File: src/rtl/mac_seq_pkg.sv
`default_nettype none
// ============================================================================
// Module      : mac_seq_pkg
// Description : Shared types and constants for the MAC link test sequencer:
//               sequencer state encoding, completion-status values and
//               failure codes, plus a saturating counter helper.
// Revision    : 1.0 - initial release
// ============================================================================
package mac_seq_pkg;

    typedef enum logic [2:0] {
        ST_IDLE     = 3'd0,
        ST_WAIT_GT  = 3'd1,
        ST_WAIT_BLK = 3'd2,
        ST_WAIT_CS  = 3'd3,
        ST_SETTLE   = 3'd4,
        ST_REPORT   = 3'd5,
        ST_RESTART  = 3'd6,
        ST_DONE     = 3'd7
    } seq_state_t;

    // completion_status values reported by the MAC example
    localparam logic [4:0] CS_IDLE      = 5'h00;
    localparam logic [4:0] CS_PASS      = 5'h01;
    localparam logic [4:0] CS_RESET     = 5'h1F;

    // Sequencer-generated failure codes (outside the MAC's own code range)
    localparam logic [4:0] FC_GT_TO     = 5'd16;
    localparam logic [4:0] FC_BLK_TO    = 5'd17;
    localparam logic [4:0] FC_CS_TO     = 5'd18;
    localparam logic [4:0] FC_LOCK_LOST = 5'd19;

    // 4-bit increment that sticks at 15
    function automatic logic [3:0] sat_inc4(input logic [3:0] value);
        return (value == 4'hF) ? value : value + 4'd1;
    endfunction

endpackage
`default_nettype wire

File: src/rtl/mac_seq_status_sync.sv
`default_nettype none
// ============================================================================
// Module      : mac_seq_status_sync
// Description : Reset synchronizer (async assert, sync release), 2-flop
//               synchronizers for the MAC lock/start inputs, and a stability
//               filter that only accepts completion_status after it has been
//               seen unchanged for STABLE_CYCLES consecutive samples.
// Revision    : 1.0 - initial release
// ============================================================================
module mac_seq_status_sync #(
    parameter int STABLE_CYCLES = 4
) (
    input  logic       dclk,
    input  logic       sys_reset,
    input  logic       rx_gt_locked_in,
    input  logic       rx_block_lock_in,
    input  logic [4:0] completion_status_in,
    input  logic       start,
    output logic       rst_n_sync,
    output logic       gt_locked,
    output logic       block_lock,
    output logic       start_sync,
    output logic [4:0] cs
);

    localparam int             c_CW     = $clog2(STABLE_CYCLES + 1);
    localparam logic [c_CW-1:0] c_STABLE = c_CW'(STABLE_CYCLES);
    localparam logic [c_CW-1:0] c_ONE    = c_CW'(1);

    logic [1:0]      r_rst_sync;
    logic [1:0]      r_gt_s;
    logic [1:0]      r_blk_s;
    logic [1:0]      r_start_s;
    logic [4:0]      r_cs_s1;
    logic [4:0]      r_cs_s2;
    logic [4:0]      r_cs_last;
    logic [c_CW-1:0] r_cnt;
    logic [4:0]      r_cs;
    logic            w_rst_n;
    logic            w_same;
    logic [c_CW-1:0] w_cnt_nx;

    // Reset release is re-timed to dclk; assertion stays asynchronous
    always_ff @(posedge dclk or negedge sys_reset) begin
        if (!sys_reset) r_rst_sync <= 2'b00;
        else            r_rst_sync <= {r_rst_sync[0], 1'b1};
    end

    assign w_rst_n = r_rst_sync[1];

    // Run length of the current synchronized status value, capped at the threshold
    assign w_same   = (r_cs_s2 == r_cs_last);
    assign w_cnt_nx = !w_same ? c_ONE : ((r_cnt == c_STABLE) ? r_cnt : r_cnt + c_ONE);

    // Two-flop synchronizers and the completion_status stability filter
    always_ff @(posedge dclk or negedge w_rst_n) begin
        if (!w_rst_n) begin
            r_gt_s    <= 2'b00;
            r_blk_s   <= 2'b00;
            r_start_s <= 2'b00;
            r_cs_s1   <= 5'd0;
            r_cs_s2   <= 5'd0;
            r_cs_last <= 5'd0;
            r_cnt     <= '0;
            r_cs      <= 5'd0;
        end else begin
            r_gt_s    <= {r_gt_s[0], rx_gt_locked_in};
            r_blk_s   <= {r_blk_s[0], rx_block_lock_in};
            r_start_s <= {r_start_s[0], start};
            r_cs_s1   <= completion_status_in;
            r_cs_s2   <= r_cs_s1;
            r_cs_last <= r_cs_s2;
            r_cnt     <= w_cnt_nx;
            if (w_cnt_nx == c_STABLE) r_cs <= r_cs_s2;
        end
    end

    assign rst_n_sync = w_rst_n;
    assign gt_locked  = r_gt_s[1];
    assign block_lock = r_blk_s[1];
    assign start_sync = r_start_s[1];
    assign cs         = r_cs;

endmodule
`default_nettype wire

File: src/rtl/mac_link_test_sequencer.sv
`default_nettype none
// ============================================================================
// Module      : mac_link_test_sequencer
// Description : Drives the 25GE QSFP MAC loopback example through NUM_RUNS
//               test runs: waits for GT and block lock, waits for a
//               completion_status verdict, lets it settle, scores the run and
//               pulses restart_tx_rx between runs. Reports an overall verdict.
// Revision    : 1.0 - initial release
// ============================================================================
module mac_link_test_sequencer
    import mac_seq_pkg::*;
#(
    parameter int LOCK_TO_BIT    = 20,
    parameter int STATUS_TO_BIT  = 24,
    parameter int SETTLE_CYCLES  = 10000,
    parameter int RESTART_CYCLES = 10,
    parameter int NUM_RUNS       = 2,
    parameter int STABLE_CYCLES  = 4
) (
    input  logic       dclk,
    input  logic       sys_reset,
    input  logic       rx_gt_locked_in,
    input  logic       rx_block_lock_in,
    input  logic [4:0] completion_status_in,
    input  logic       start,
    output logic       restart_tx_rx,
    output logic       busy,
    output logic       done,
    output logic       pass,
    output logic [4:0] fail_code,
    output logic [3:0] run_index,
    output logic [3:0] pass_count,
    output logic [3:0] fail_count
);

    localparam int c_TW      = ((LOCK_TO_BIT > STATUS_TO_BIT) ? LOCK_TO_BIT : STATUS_TO_BIT) + 1;
    localparam int c_DLY_MAX = (SETTLE_CYCLES > RESTART_CYCLES) ? SETTLE_CYCLES : RESTART_CYCLES;
    localparam int c_DW      = $clog2(c_DLY_MAX + 1);

    localparam logic [c_TW-1:0] c_TMO_ONE      = c_TW'(1);
    localparam logic [c_DW-1:0] c_DLY_ONE      = c_DW'(1);
    localparam logic [c_DW-1:0] c_SETTLE_LAST  = c_DW'(SETTLE_CYCLES - 1);
    localparam logic [c_DW-1:0] c_RESTART_LAST = c_DW'(RESTART_CYCLES - 1);
    localparam logic [3:0]      c_LAST_RUN     = 4'(NUM_RUNS - 1);

    logic       w_rst_n;
    logic       w_gt_locked;
    logic       w_block_lock;
    logic       w_start_s;
    logic [4:0] w_cs;

    seq_state_t      r_state;
    logic [c_TW-1:0] r_tmo;
    logic [c_DW-1:0] r_dly;
    logic [4:0]      r_run_code;
    logic            r_restart;
    logic            r_busy;
    logic            r_done;
    logic            r_pass;
    logic [4:0]      r_fail_code;
    logic [3:0]      r_run_idx;
    logic [3:0]      r_pass_cnt;
    logic [3:0]      r_fail_cnt;
    logic            r_start_d;
    logic            r_gt_d;
    logic            r_blk_d;

    logic            w_start_rise;
    logic            w_lock_lost;
    logic            w_cs_valid;
    logic            w_run_failed;
    logic [3:0]      w_pass_cnt_nx;
    logic [3:0]      w_fail_cnt_nx;
    logic [4:0]      w_fail_code_nx;

    mac_seq_status_sync #(
        .STABLE_CYCLES (STABLE_CYCLES)
    ) u_status_sync (
        .dclk                 (dclk),
        .sys_reset            (sys_reset),
        .rx_gt_locked_in      (rx_gt_locked_in),
        .rx_block_lock_in     (rx_block_lock_in),
        .completion_status_in (completion_status_in),
        .start                (start),
        .rst_n_sync           (w_rst_n),
        .gt_locked            (w_gt_locked),
        .block_lock           (w_block_lock),
        .start_sync           (w_start_s),
        .cs                   (w_cs)
    );

    // Previous-cycle copies for start-rise and lock-fall detection
    always_ff @(posedge dclk or negedge w_rst_n) begin
        if (!w_rst_n) begin
            r_start_d <= 1'b0;
            r_gt_d    <= 1'b0;
            r_blk_d   <= 1'b0;
        end else begin
            r_start_d <= w_start_s;
            r_gt_d    <= w_gt_locked;
            r_blk_d   <= w_block_lock;
        end
    end

    assign w_start_rise = w_start_s & ~r_start_d;
    assign w_lock_lost  = (r_gt_d & ~w_gt_locked) | (r_blk_d & ~w_block_lock);
    assign w_cs_valid   = (w_cs != CS_IDLE) && (w_cs != CS_RESET);

    // Scoring of the run being reported; the first failing code is kept
    assign w_run_failed   = (r_run_code != CS_PASS);
    assign w_pass_cnt_nx  = w_run_failed ? r_pass_cnt : sat_inc4(r_pass_cnt);
    assign w_fail_cnt_nx  = w_run_failed ? sat_inc4(r_fail_cnt) : r_fail_cnt;
    assign w_fail_code_nx = (w_run_failed && (r_fail_code == 5'd0)) ? r_run_code : r_fail_code;

    // Sequencer: lock waits, status wait/settle, scoring and restart pulse
    always_ff @(posedge dclk or negedge w_rst_n) begin
        if (!w_rst_n) begin
            r_state     <= ST_IDLE;
            r_tmo       <= '0;
            r_dly       <= '0;
            r_run_code  <= 5'd0;
            r_restart   <= 1'b0;
            r_busy      <= 1'b0;
            r_done      <= 1'b0;
            r_pass      <= 1'b0;
            r_fail_code <= 5'd0;
            r_run_idx   <= 4'd0;
            r_pass_cnt  <= 4'd0;
            r_fail_cnt  <= 4'd0;
        end else begin
            // Both counters restart from zero whenever a state is (re)entered
            r_tmo <= '0;
            r_dly <= '0;
            case (r_state)
                ST_IDLE, ST_DONE: begin
                    if (w_start_rise) begin
                        r_state     <= ST_WAIT_GT;
                        r_busy      <= 1'b1;
                        r_done      <= 1'b0;
                        r_pass      <= 1'b0;
                        r_fail_code <= 5'd0;
                        r_run_idx   <= 4'd0;
                        r_pass_cnt  <= 4'd0;
                        r_fail_cnt  <= 4'd0;
                    end
                end
                ST_WAIT_GT: begin
                    if (w_gt_locked) begin
                        r_state <= ST_WAIT_BLK;
                    end else if (r_tmo[LOCK_TO_BIT]) begin
                        r_fail_code <= FC_GT_TO;
                        r_state     <= ST_DONE;
                        r_busy      <= 1'b0;
                        r_done      <= 1'b1;
                        r_pass      <= 1'b0;
                    end else begin
                        r_tmo <= r_tmo + c_TMO_ONE;
                    end
                end
                ST_WAIT_BLK: begin
                    if (w_block_lock) begin
                        r_state <= ST_WAIT_CS;
                    end else if (r_tmo[LOCK_TO_BIT]) begin
                        r_fail_code <= FC_BLK_TO;
                        r_state     <= ST_DONE;
                        r_busy      <= 1'b0;
                        r_done      <= 1'b1;
                        r_pass      <= 1'b0;
                    end else begin
                        r_tmo <= r_tmo + c_TMO_ONE;
                    end
                end
                ST_WAIT_CS: begin
                    if (w_lock_lost) begin
                        r_run_code <= FC_LOCK_LOST;
                        r_state    <= ST_REPORT;
                    end else if (w_cs_valid) begin
                        r_state <= ST_SETTLE;
                    end else if (r_tmo[STATUS_TO_BIT]) begin
                        r_run_code <= FC_CS_TO;
                        r_state    <= ST_REPORT;
                    end else begin
                        r_tmo <= r_tmo + c_TMO_ONE;
                    end
                end
                ST_SETTLE: begin
                    if (w_lock_lost) begin
                        r_run_code <= FC_LOCK_LOST;
                        r_state    <= ST_REPORT;
                    end else if (r_dly == c_SETTLE_LAST) begin
                        r_run_code <= w_cs;
                        r_state    <= ST_REPORT;
                    end else begin
                        r_dly <= r_dly + c_DLY_ONE;
                    end
                end
                ST_REPORT: begin
                    r_pass_cnt  <= w_pass_cnt_nx;
                    r_fail_cnt  <= w_fail_cnt_nx;
                    r_fail_code <= w_fail_code_nx;
                    if (r_run_idx == c_LAST_RUN) begin
                        r_state <= ST_DONE;
                        r_busy  <= 1'b0;
                        r_done  <= 1'b1;
                        r_pass  <= (w_fail_cnt_nx == 4'd0) && (w_fail_code_nx == 5'd0);
                    end else begin
                        r_run_idx <= sat_inc4(r_run_idx);
                        r_restart <= 1'b1;
                        r_state   <= ST_RESTART;
                    end
                end
                ST_RESTART: begin
                    if (w_lock_lost) begin
                        r_restart  <= 1'b0;
                        r_run_code <= FC_LOCK_LOST;
                        r_state    <= ST_REPORT;
                    end else if (r_dly == c_RESTART_LAST) begin
                        r_restart <= 1'b0;
                        r_state   <= ST_WAIT_CS;
                    end else begin
                        r_dly <= r_dly + c_DLY_ONE;
                    end
                end
                default: begin
                    r_restart <= 1'b0;
                    r_state   <= ST_IDLE;
                end
            endcase
        end
    end

    assign restart_tx_rx = r_restart;
    assign busy          = r_busy;
    assign done          = r_done;
    assign pass          = r_pass;
    assign fail_code     = r_fail_code;
    assign run_index     = r_run_idx;
    assign pass_count    = r_pass_cnt;
    assign fail_count    = r_fail_cnt;

endmodule
`default_nettype wire

File: config.mk
export PLATFORM = sky130hd
export DESIGN_NAME = mac_link_test_sequencer
export DESIGN_NICKNAME = d
export VERILOG_FILES = /design/src/rtl/mac_seq_pkg.sv /design/src/rtl/mac_seq_status_sync.sv /design/src/rtl/mac_link_test_sequencer.sv
export SDC_FILE = /design/constraint.sdc
export NUM_CORES = 1
export LEC_CHECK = 0
export CAP_MARGIN = 20
export CORE_ASPECT_RATIO = 0.9
export CORE_MARGIN = 10
export CORE_UTILIZATION = 35
export CTS_CLUSTER_SIZE = 16
export DETAILED_ROUTE_END_ITERATION = 8
export PLACE_DENSITY = 0.49
export SETUP_SLACK_MARGIN = 0.2
export SYNTH_ARGS = -nofsm -noshare
export SYNTH_HDL_FRONTEND = slang
export SYNTH_SLANG_ARGS = --single-unit
export TNS_END_PERCENT = 100
File: constraint.sdc
create_clock -name dclk -period 3.6 [get_ports dclk]
set_clock_uncertainty 0.15 [all_clocks]
set_input_delay 0.54 -clock dclk [delete_from_list [all_inputs] [get_ports dclk]]
set_output_delay 0.54 -clock dclk [all_outputs]
set_load 0.01 [all_outputs]
==> results of run 1 <==
## state kept, by name, indices dropped and copies added, names as in the netlist, 3 cells and up
register                 flops
r_state                      3
u_status_sync.cs             5
r_tmo                       25
u_status_sync.r_cnt          3
r_dly                       14
r_run_code                   5
u_status_sync.r_cs_s2        5
u_status_sync.r_cs_last      5
fail_code                    5
u_status_sync.r_cs_s1        5
fail_count                   4
pass_count                   4
run_index                    4
## power by group through the flow
stage / Clock (mW) / Sequential [mW] / Combinational [mW]
2_1_floorplan: 0 / 1.40 / 0.683
3_3_place_gp: 0 / 1.45 / 0.938
3_5_place_dp: 0 / 1.45 / 0.941
4_1_cts: 0.953 / 1.43 / 0.946
5_1_grt: 0.993 / 1.46 / 1.04
6_report: 0.917 / 1.43 / 0.935
## cell usage after synthesis (2+ instances only)
| library cell | n |
|---|---|
| nand4_1 | 15 |
| and2_1 | 2 |
| mux2i_1 | 6 |
| a211o_1 | 3 |
| and4_1 | 6 |
| a21boi_0 | 2 |
| nor2_1 | 61 |
| nor3_1 | 10 |
| dfrtp_1 | 102 |
| inv_1 | 17 |
| or3_1 | 4 |
| nor3b_1 | 5 |
| xor2_1 | 27 |
| o21a_1 | 2 |
| nand2_1 | 25 |
| a21oi_1 | 21 |
| nor4_2 | 2 |
| nor2b_1 | 6 |
| nand3b_1 | 4 |
| nand2b_1 | 5 |
| xnor2_1 | 15 |
| nand3_1 | 20 |
| o21ba_2 | 2 |
| buf_2 | 3 |
| o211ai_1 | 2 |
| clkbuf_1 | 12 |
| and3b_1 | 3 |
| a211oi_1 | 2 |
| mux2_4 | 2 |
| and3_1 | 13 |
| mux2_2 | 6 |
| ha_1 | 11 |
| nor4_1 | 4 |
| o2bb2ai_1 | 3 |
| o21ai_0 | 14 |
| o22ai_1 | 4 |
| a31oi_1 | 3 |
## metal layers
layer	vias up	share of wire, %	GRT usage, %	wire length, um
met4	0	1.3	3.03	125
met5	-	0	0	0
met1	1702	49	14.1	4820
li1	1713	-	-	-
met2	49	46	16.7	4530
met3	13	4.4	3.35	431
## kinds of logic (layout without fill, tap and decap cells)
kind of cell    count (synthesis)  in the layout  share of synthesized area [%]
compound gates                 74             74                           10.7
flops                         102            102                           52.1
mux                            15             15                           3.68
simple gates                  190            190                           20.6
xor+xnor                       42             42                           7.51
buf+inv                        32             69                           2.53
fa+ha+maj                      11             11                           2.81
other cells                     1              1                         0.0765
## cells in the final DEF (no fill, tap or decap), types with 14 or more instances in the layout
| cell type | netlist | final |
|---|---|---|
| nor2_1 | 61 | 61 |
| nand3_1 | 20 | 20 |
| nand2_1 | 25 | 25 |
| clkdlybuf4s50_1 | 0 | 30 |
| inv_1 | 17 | 17 |
| nand4_1 | 15 | 15 |
| dfrtp_1 | 102 | 101 |
| xnor2_1 | 15 | 15 |
| xor2_1 | 27 | 27 |
| a21oi_1 | 21 | 21 |
| o21ai_0 | 14 | 14 |
## critical path: stages, from the launching register on
cell	delay (ps)
dfrtp_1	670
inv_1	360
nor4b_4	580
a32oi_2	320
o311ai_1	290
mux2_2	390
## how the worst max path moves through the flow
stage	slack [ps]	cells after the start	endpoint
2_1_floorplan	400	0	busy
3_3_place_gp	860	5	r_state[1]
3_5_place_dp	730	5	r_state[1]
4_1_cts	710	5	r_state[1]
5_1_grt	510	5	r_state[1]
6_report	710	5	r_state[1]
## through the flow
| step | total power [mW] | instance area, um2 | instances | utilization (%) |
|---|---|---|---|---|
| 6_report | 3.28 | 5680 | 672 | 42.0 |
| 5_1_grt | 3.49 | 5680 | 672 | 42.0 |
| 4_1_cts | 3.33 | 5680 | 672 | 42.0 |
| 3_5_place_dp | 2.40 | 5400 | 656 | 40.0 |
| 3_3_place_gp | 2.39 | 5400 | 656 | 40.0 |
| 2_1_floorplan | 2.08 | 4900 | 467 | - |
## area by class of cell
class / count / area [um2]
fill: 1302 / 7840
sequential: 102 / 2560
multi-input combinational: 333 / 2220
timing repair buffer: 36 / 345
clock buffer: 11 / 243
tap: 168 / 210
inverter: 17 / 63.8
clock inverter: 5 / 33.8
==> impl_metrics.tcl, run 1 <==
set metrics [dict create \
    outcome "completed" \
    slew_headroom_pct 34.5 \
    setup_violations 0 \
    rows 40 \
    drt_iter0_drc 144 \
    die_x_um 145 \
    cts_tree "yes" \
    p_per_area_nw_per_um2 579 \
    p_switching_mw 1.12 \
    hold_ws_ps 191 \
    fin_tns_setup_ps 0 \
    core_um2 13500 \
    synth.distinct_cells 60 \
    synth-seq-cells 102 \
    async_flop_share_pct 100 \
    drc_errors 0 \
    wl_um 9910 \
    cts_resized 0 \
    dr_total_vias 3477 \
    synth_edf_count 0 \
    max_freq_mhz 346 \
    leakagePower_nw 2.35 \
    dr.pass1.iters 4 \
    initial_core_util_pct 36.3 \
    nNetsFinal 520 \
    arrival_ps 2980 \
    fin_crit_ps 2890 \
    reg2reg_slack_ps 710 \
    numClockSinks 102 \
    comb_power_share_pct 28.5 \
    cts_root_buf "clkbuf_16" \
    clockPowerShare_pct 27.9 \
    grt_pass1_vias 3516 \
    min_path_cells 0 \
    dieArea_um2 19100 \
    htreeDepth 3 \
    drive_gt1_share_pct 8.33 \
    worstSetupPathType "reg2reg" \
    syn_nets 488 \
    crit_path_end_kind "register" \
    detail_route.wl_per_cell_um 14.7 \
    whs_endpoint "u_status_sync.r_cs_s2[0]" \
    drtAntennaViolNets 0 \
    yosys_most_used_dff "dfrtp_1" \
    routed_via_density 5.17 \
    diodes 0 \
    crit_start "r_state[2]" \
    ys_warn_count 0 \
    grt_first_pass_wirelength_um 17000 \
    yosysSeqAreaShare_pct 52.1 \
    hp-start "u_status_sync.r_cs_s1[0]" \
    hold_class "reg2reg" \
    p_int_mw 2.16 \
    clk_latency_ps 350 \
    cap_viol_max_count 0 \
    cts_setup_buffers 0 \
    grt_antenna_before_repair 0 \
    ios 31 \
    syn_to_final_growth_pct 15.8 \
    startpoint_type "register" \
    track_usage_pct 10.8 \
    p_seq_share_pct 43.6 \
    reg2reg_to "r_state[1]" \
    rsz0062_at_grt "false" \
    dp_slack_ps 727 \
    fin_crit_sh_pct 80.2 \
    gp_congestion 0.779 \
    numCtsBuffers 9 \
    finalHoldViolCount 0 \
    synthesis.area_um2 4900 \
    synth_top_cell_by_area "dfrtp_1" \
    synthCells 467 \
    synth.area.top_cells "dfrtp_1 (52%), xor2_1 (4.8%), nor2_1 (4.7%), ha_1 (2.8%), xnor2_1 (2.7%)" \
    p_sw_share_pct 34.2 \
    path_clk_slew_ps 70 \
    r2r.worst_path.cells 5 \
    synth_area_per_cell_um2 10.5 \
    port-buffer-count 30 \
    worstPathRequired_ps 3690 \
    cts_hold_buffers 0 \
    fp.dieH_um 132 \
    fin_ws_ps 713 \
    finalMaxSlewViolations 0 \
    grt_overflow 0 \
    vdd_drop_max_v 0.000293 \
    clk_path_buf_depth 2 \
    r2r_start "r_state[2]" \
    synth.top_cell.area_share_pct 52.1 \
    tightest_slew_ps 983 \
    dp_hpwl_um 6970 \
    critPathMaxFanout 18 \
    grt_max_degree 76 \
]
(Power assumes the default switching activity.)
==> run 2, diff against run 1 <==
--- a/config.mk
+++ b/config.mk
@@ -11,7 +11,7 @@
 export CORE_UTILIZATION = 35
 export CTS_CLUSTER_SIZE = 16
 export DETAILED_ROUTE_END_ITERATION = 8
-export PLACE_DENSITY = 0.49
+export PLACE_DENSITY = 0.51
 export SETUP_SLACK_MARGIN = 0.2
 export SYNTH_ARGS = -nofsm -noshare
 export SYNTH_HDL_FRONTEND = slang
==> constraint.sdc (replaced) <==
create_clock -name dclk -period 2.62 [get_ports dclk]
set_clock_uncertainty 0.15 [all_clocks]
set_input_delay 0.393 -clock dclk [delete_from_list [all_inputs] [get_ports dclk]]
set_output_delay 0.393 -clock dclk [all_outputs]
set_load 0.01 [all_outputs]
==> run 2 against run 1 <==
Compared with the run above:
- count of clock-buffer cells in the layout shrank 2
- non-clock buffer count up 9
- highest routed layer unchanged
- register-to-register slack worse by 430 ps
- first-iteration DRC count increased by 60%
- critical endpoint is now u_status_sync.cs[1]
- maximum frequency is 24% higher
- setup slack got worse by 430 ps
- sequential share of layout area fell by 1.2 points
==> impl_metrics.tcl, run 2 (synthesized netlist as in run 1, its figures left out) <==
set metrics [dict create \
    fp.dieH_um 132 \
    final_cell_count_no_fill 681 \
    setup_violations 0 \
    dp_hpwl_um 6930 \
    top_regs "r_tmo (25), r_dly (14)" \
    die_x_um 145 \
    crit_path_end_kind "register" \
    tightest_slew_ps 574 \
    numCtsBuffers 9 \
    outcome "completed" \
    numClockSinks 102 \
    dp_cells 664 \
    clk_path_buf_depth 2 \
    cap_viol_max_count 0 \
    clk_latency_ps 350 \
    cts_root_buf "clkbuf_16" \
    nNetsFinal 529 \
    dr_total_vias 3514 \
    fin_crit_ps 2340 \
    wl_um 9950 \
    drt_iter0_drc 230 \
    leakagePower_nw 2.43 \
    finalHoldViolCount 0 \
    rsz0062_at_grt "false" \
    most-common-layout-cells "dfrtp_1 (101), nor2_1 (61), clkdlybuf4s50_1 (30)" \
    fin_crit_sh_pct 89.2 \
    final_core_util_pct 43.1 \
    diodes 0 \
    p_per_area_nw_per_um2 817 \
    slew_headroom_pct 61.6 \
    dieArea_um2 19100 \
    cts_tree "yes" \
    largest-register "r_tmo" \
    gp_congestion 0.777 \
    core_um2 13500 \
    hold_ws_ps 48.7 \
    grt_antenna_before_repair 0 \
    drtAntennaViolNets 0 \
    final_common_cell "dfrtp_1" \
    grt_pass1_vias 3533 \
    grt_overflow 0 \
    detail_route.wl_per_cell_um 14.6 \
    arrival_ps 2430 \
    track_usage_pct 10.9 \
    grt_first_pass_wirelength_um 17300 \
    dr.pass1.iters 4 \
    hold_class "in2async" \
    port-buffer-count 30 \
    syn_to_final_growth_pct 18.9 \
    htreeDepth 3 \
    path_clk_slew_ps 70 \
    largest_reg_flops 25 \
    startpoint_type "register" \
    routed_via_density 5.16 \
    ios 31 \
    drc_errors 0 \
    worstPathRequired_ps 2710 \
    vdd_drop_max_v 0.000434 \
    grt_max_degree 101 \
    rows 40 \
    critPathMaxFanout 5 \
    drive_gt1_share_pct 10.5 \
    fin_tns_setup_ps 0 \
    initial_core_util_pct 36.3 \
    worstSetupPathType "reg2reg" \
    max_freq_mhz 428 \
    finalMaxSlewViolations 0 \
]
-- run 2: cell count changes in the layout (fill, tap and decap cells not counted), moves of 2 or more --
cell,delta
buf_4,+8
clkinv_4,+3
clkinvlp_4,-2
bufinv_16,+2
clkinv_2,-2
-- run 2: power by group --
group,switching (mW),internal (mW),total (mW)
clock network,0.627,0.852,1.48
registers,0.194,1.73,1.92
logic,0.755,0.603,1.36
total,1.58,3.18,4.76
-- run 2: per-layer routing --
metal	GRT usage (%)	vias up	wire (um)
met5	0	-	0
met4	3.31	0	108
li1	-	1730	-
met1	14.7	1711	4960
met2	16.1	64	4370
met3	3.78	9	514
-- run 2: worst paths after layout --
path / end / from / cells past startpoint / slack [ps]
max in group asynchronous: r_state[0] / u_status_sync.r_rst_sync[1] / 1 / 1700
max reg2reg: u_status_sync.cs[1] / u_status_sync.r_cnt[0] / 6 / 280
min reg2reg: u_status_sync.r_rst_sync[1] / u_status_sync.r_rst_sync[0] / 0 / 200
min in group dclk: u_status_sync.r_rst_sync[1] / u_status_sync.r_rst_sync[0] / 0 / 200
min: u_status_sync.r_rst_sync[1] / sys_reset / 1 / 50
max: u_status_sync.cs[1] / u_status_sync.r_cnt[0] / 6 / 280
-- run 2: layout make-up --
class                      count  area, um2
clock buffer                   9        225
tap                          168        210
fill                        1292       7680
sequential                   102       2560
multi-input combinational    333       2240
timing repair buffer          45        425
clock inverter                 7        106
inverter                      17       63.8
-- run 2: critical path, stage by stage (launching register included) --
cell     delay, ps
dfrtp_1        400
inv_1          150
ha_4           230
or4b_2         630
a21oi_1        170
buf_4          170
mux2_2         330
-- run 2: repair_timing --
item,CTS,global route
hold buffers,0,0
hold endpoints to repair,0,0
resized for setup,0,2
endpoints found under the setup margin,0,6
setup buffers,0,1
-- run 2: stage by stage --
stage | total power, mW | setup WS (ps) | cell area (um2)
after CTS | 4.83 | 228 | 5800
after detailed placement | 3.32 | 256 | 5470
after global placement | 3.31 | 292 | 5470
after floorplan | 2.86 | 266 | 4900
final | 4.76 | 283 | 5830
after global routing | 5.08 | 203 | 5830
==> run 3, diff against run 2 <==
--- a/config.mk
+++ b/config.mk
@@ -6,12 +6,12 @@
 export NUM_CORES = 1
 export LEC_CHECK = 0
 export CAP_MARGIN = 20
-export CORE_ASPECT_RATIO = 0.9
+export CORE_ASPECT_RATIO = 0.8
 export CORE_MARGIN = 10
 export CORE_UTILIZATION = 35
 export CTS_CLUSTER_SIZE = 16
 export DETAILED_ROUTE_END_ITERATION = 8
-export PLACE_DENSITY = 0.51
+export PLACE_DENSITY_LB_ADDON = 0.15
 export SETUP_SLACK_MARGIN = 0.2
 export SYNTH_ARGS = -nofsm -noshare
 export SYNTH_HDL_FRONTEND = slang
==> run 3 against run 2 <==
Compared with the run above:
- die area grew 0.12%
- routed wire length increased by 1.3%
- setup slack better by 60 ps
- sequential share of layout area is 0.24 points higher
- maximum frequency rose by 2.6%
- critical path depth unchanged
- non-clock buffer count increased by 1
- flip-flop and latch count did not move
- cell count up 1.8%
- register-to-register slack improved by 60 ps
- count of clock-buffer cells in the layout increased by 1
- first-iteration DRC count shrank 5.7%
==> impl_metrics.tcl, run 3 (synthesized netlist as in run 1, its figures left out) <==
set metrics [dict create \
    outcome "completed" \
    fin_crit_sh_pct 86.9 \
    fin_tns_setup_ps 0 \
    drive_gt1_share_pct 11.7 \
    numCtsBuffers 9 \
    grt_first_pass_wirelength_um 17600 \
    hold_class "in2async" \
    clk_latency_ps 340 \
    setup_violations 0 \
    dp_hpwl_um 7170 \
    fin_crit_ps 2280 \
    clk_path_buf_depth 2 \
    dieArea_um2 19200 \
    diodes 0 \
    drtAntennaViolNets 0 \
    track_usage_pct 10.8 \
    port-buffer-count 30 \
    worstPathRequired_ps 2700 \
    gp_congestion 0.820 \
    p_per_area_nw_per_um2 786 \
    nFillCells 1282 \
    detail_route.wl_per_cell_um 14.5 \
    initial_core_util_pct 35.9 \
    r2r.worst_path.cells 6 \
    leakagePower_nw 2.42 \
    path_clk_slew_ps 70 \
    finalHoldViolCount 0 \
    dp_cells 677 \
    cts_tree "yes" \
    core_um2 13600 \
    grt_antenna_before_repair 0 \
    top_regs "r_tmo (25), r_dly (14)" \
    final_common_cell "dfrtp_1" \
    tightest_slew_ps 548 \
    ff_latch_area_um2 2560 \
    final_cell_count_no_fill 693 \
    rows 38 \
    htreeDepth 3 \
    syn_to_final_growth_pct 18.4 \
    reg2reg_to "u_status_sync.cs[0]" \
    fp.dieH_um 126 \
    ios 31 \
    grt_pass1_vias 3532 \
    most-common-layout-cells "dfrtp_1 (100), nor2_1 (61), clkdlybuf4s50_1 (30)" \
    crit_path_end_kind "register" \
    p_total_mw 4.56 \
    finalMaxSlewViolations 0 \
    grt_max_degree 50 \
    dr_total_vias 3502 \
    multi_input_area_um2 2250 \
    numClockSinks 102 \
    cts_root_buf "clkbuf_16" \
    routed_via_density 5.05 \
    dr.pass1.iters 5 \
    worstSetupPathType "reg2reg" \
    rsz0062_at_grt "false" \
    cap_viol_max_count 0 \
    startpoint_type "register" \
    grt_overflow 0 \
    nNetsFinal 530 \
    wl_um 10100 \
    arrival_ps 2350 \
    drt_iter0_drc 217 \
    die_x_um 152 \
    r2r_start "u_status_sync.r_cnt[0]" \
    largest-register "r_tmo" \
    largest_reg_flops 25 \
    vdd_drop_max_v 0.000396 \
    critPathMaxFanout 5 \
    slew_headroom_pct 62.9 \
    max_freq_mhz 439 \
    drc_errors 0 \
    reg2reg_slack_ps 340 \
]
run 3: cell types whose count changed in the layout (fill, tap and decap cells not counted), moves of 2 or more:
| cell | delta |
|---|---|
| bufinv_16 | -2 |
| nor2b_1 | -3 |
| clkinv_2 | +3 |
| nor2b_2 | +3 |
| clkinv_4 | -3 |
run 3: worst max-delay path by stage:
stage / startpoint / endpoint / slack (ps)
6_report: u_status_sync.r_cnt[0] / u_status_sync.cs[0] / 340
3_5_place_dp: u_status_sync.r_cnt[0] / u_status_sync.cs[1] / 270
4_1_cts: u_status_sync.r_cnt[0] / u_status_sync.cs[1] / 250
5_1_grt: r_dly[0] / r_run_code[4] / 220
3_3_place_gp: u_status_sync.r_gt_s[1] / r_run_code[1] / 250
2_1_floorplan: u_status_sync.r_cnt[0] / u_status_sync.cs[0] / 270
run 3: final cells by class:
type                    count  share of cell area [%]
clock buffers              10                    4.12
clock inverters             5                   0.561
inverters                  17                    1.10
multi-input cells         333                    38.8
flip-flops and latches    102                    44.1
well taps                 180                    3.88
repair buffers             46                    7.46
run 3: what timing repair did:
| action | 4_1_cts | 5_1_grt |
|---|---|---|
| setup endpoints to repair | 0 | 34 |
| hold buffers | 0 | 0 |
| resized for setup | 0 | 8 |
| buffers inserted | 0 | 1 |
run 3: where the power goes:
group | switching, mW | internal, mW
logic | 0.737 | 0.612
clock network | 0.582 | 0.667
registers | 0.232 | 1.73
total | 1.55 | 3.01
run 3: metrics by stage:
stage	util (%)	setup slack [ps]	instance area, um2	hold slack [ps]
4_1_cts	42.3	246	5770	51.5
3_5_place_dp	40.3	270	5490	86.0
6_report	42.5	342	5800	62.1
2_1_floorplan	-	266	4900	-52.6
5_1_grt	42.5	215	5800	51.2
3_3_place_gp	40.3	254	5490	83.3
run 3: layer usage:
layer | part of all wire [%] | global-route usage (%)
met1 | 52 | 15.4
met2 | 43 | 15.7
met3 | 4.0 | 2.93
met4 | 0.95 | 2.54
met5 | 0 | 0
run 3: critical path, cell delays in order (launching register included):
cell and delay, ps:
dfrtp_1 410, inv_2 110, ha_4 210, or4b_2 640, a21oi_2 150, buf_4 150, mux2_2 330
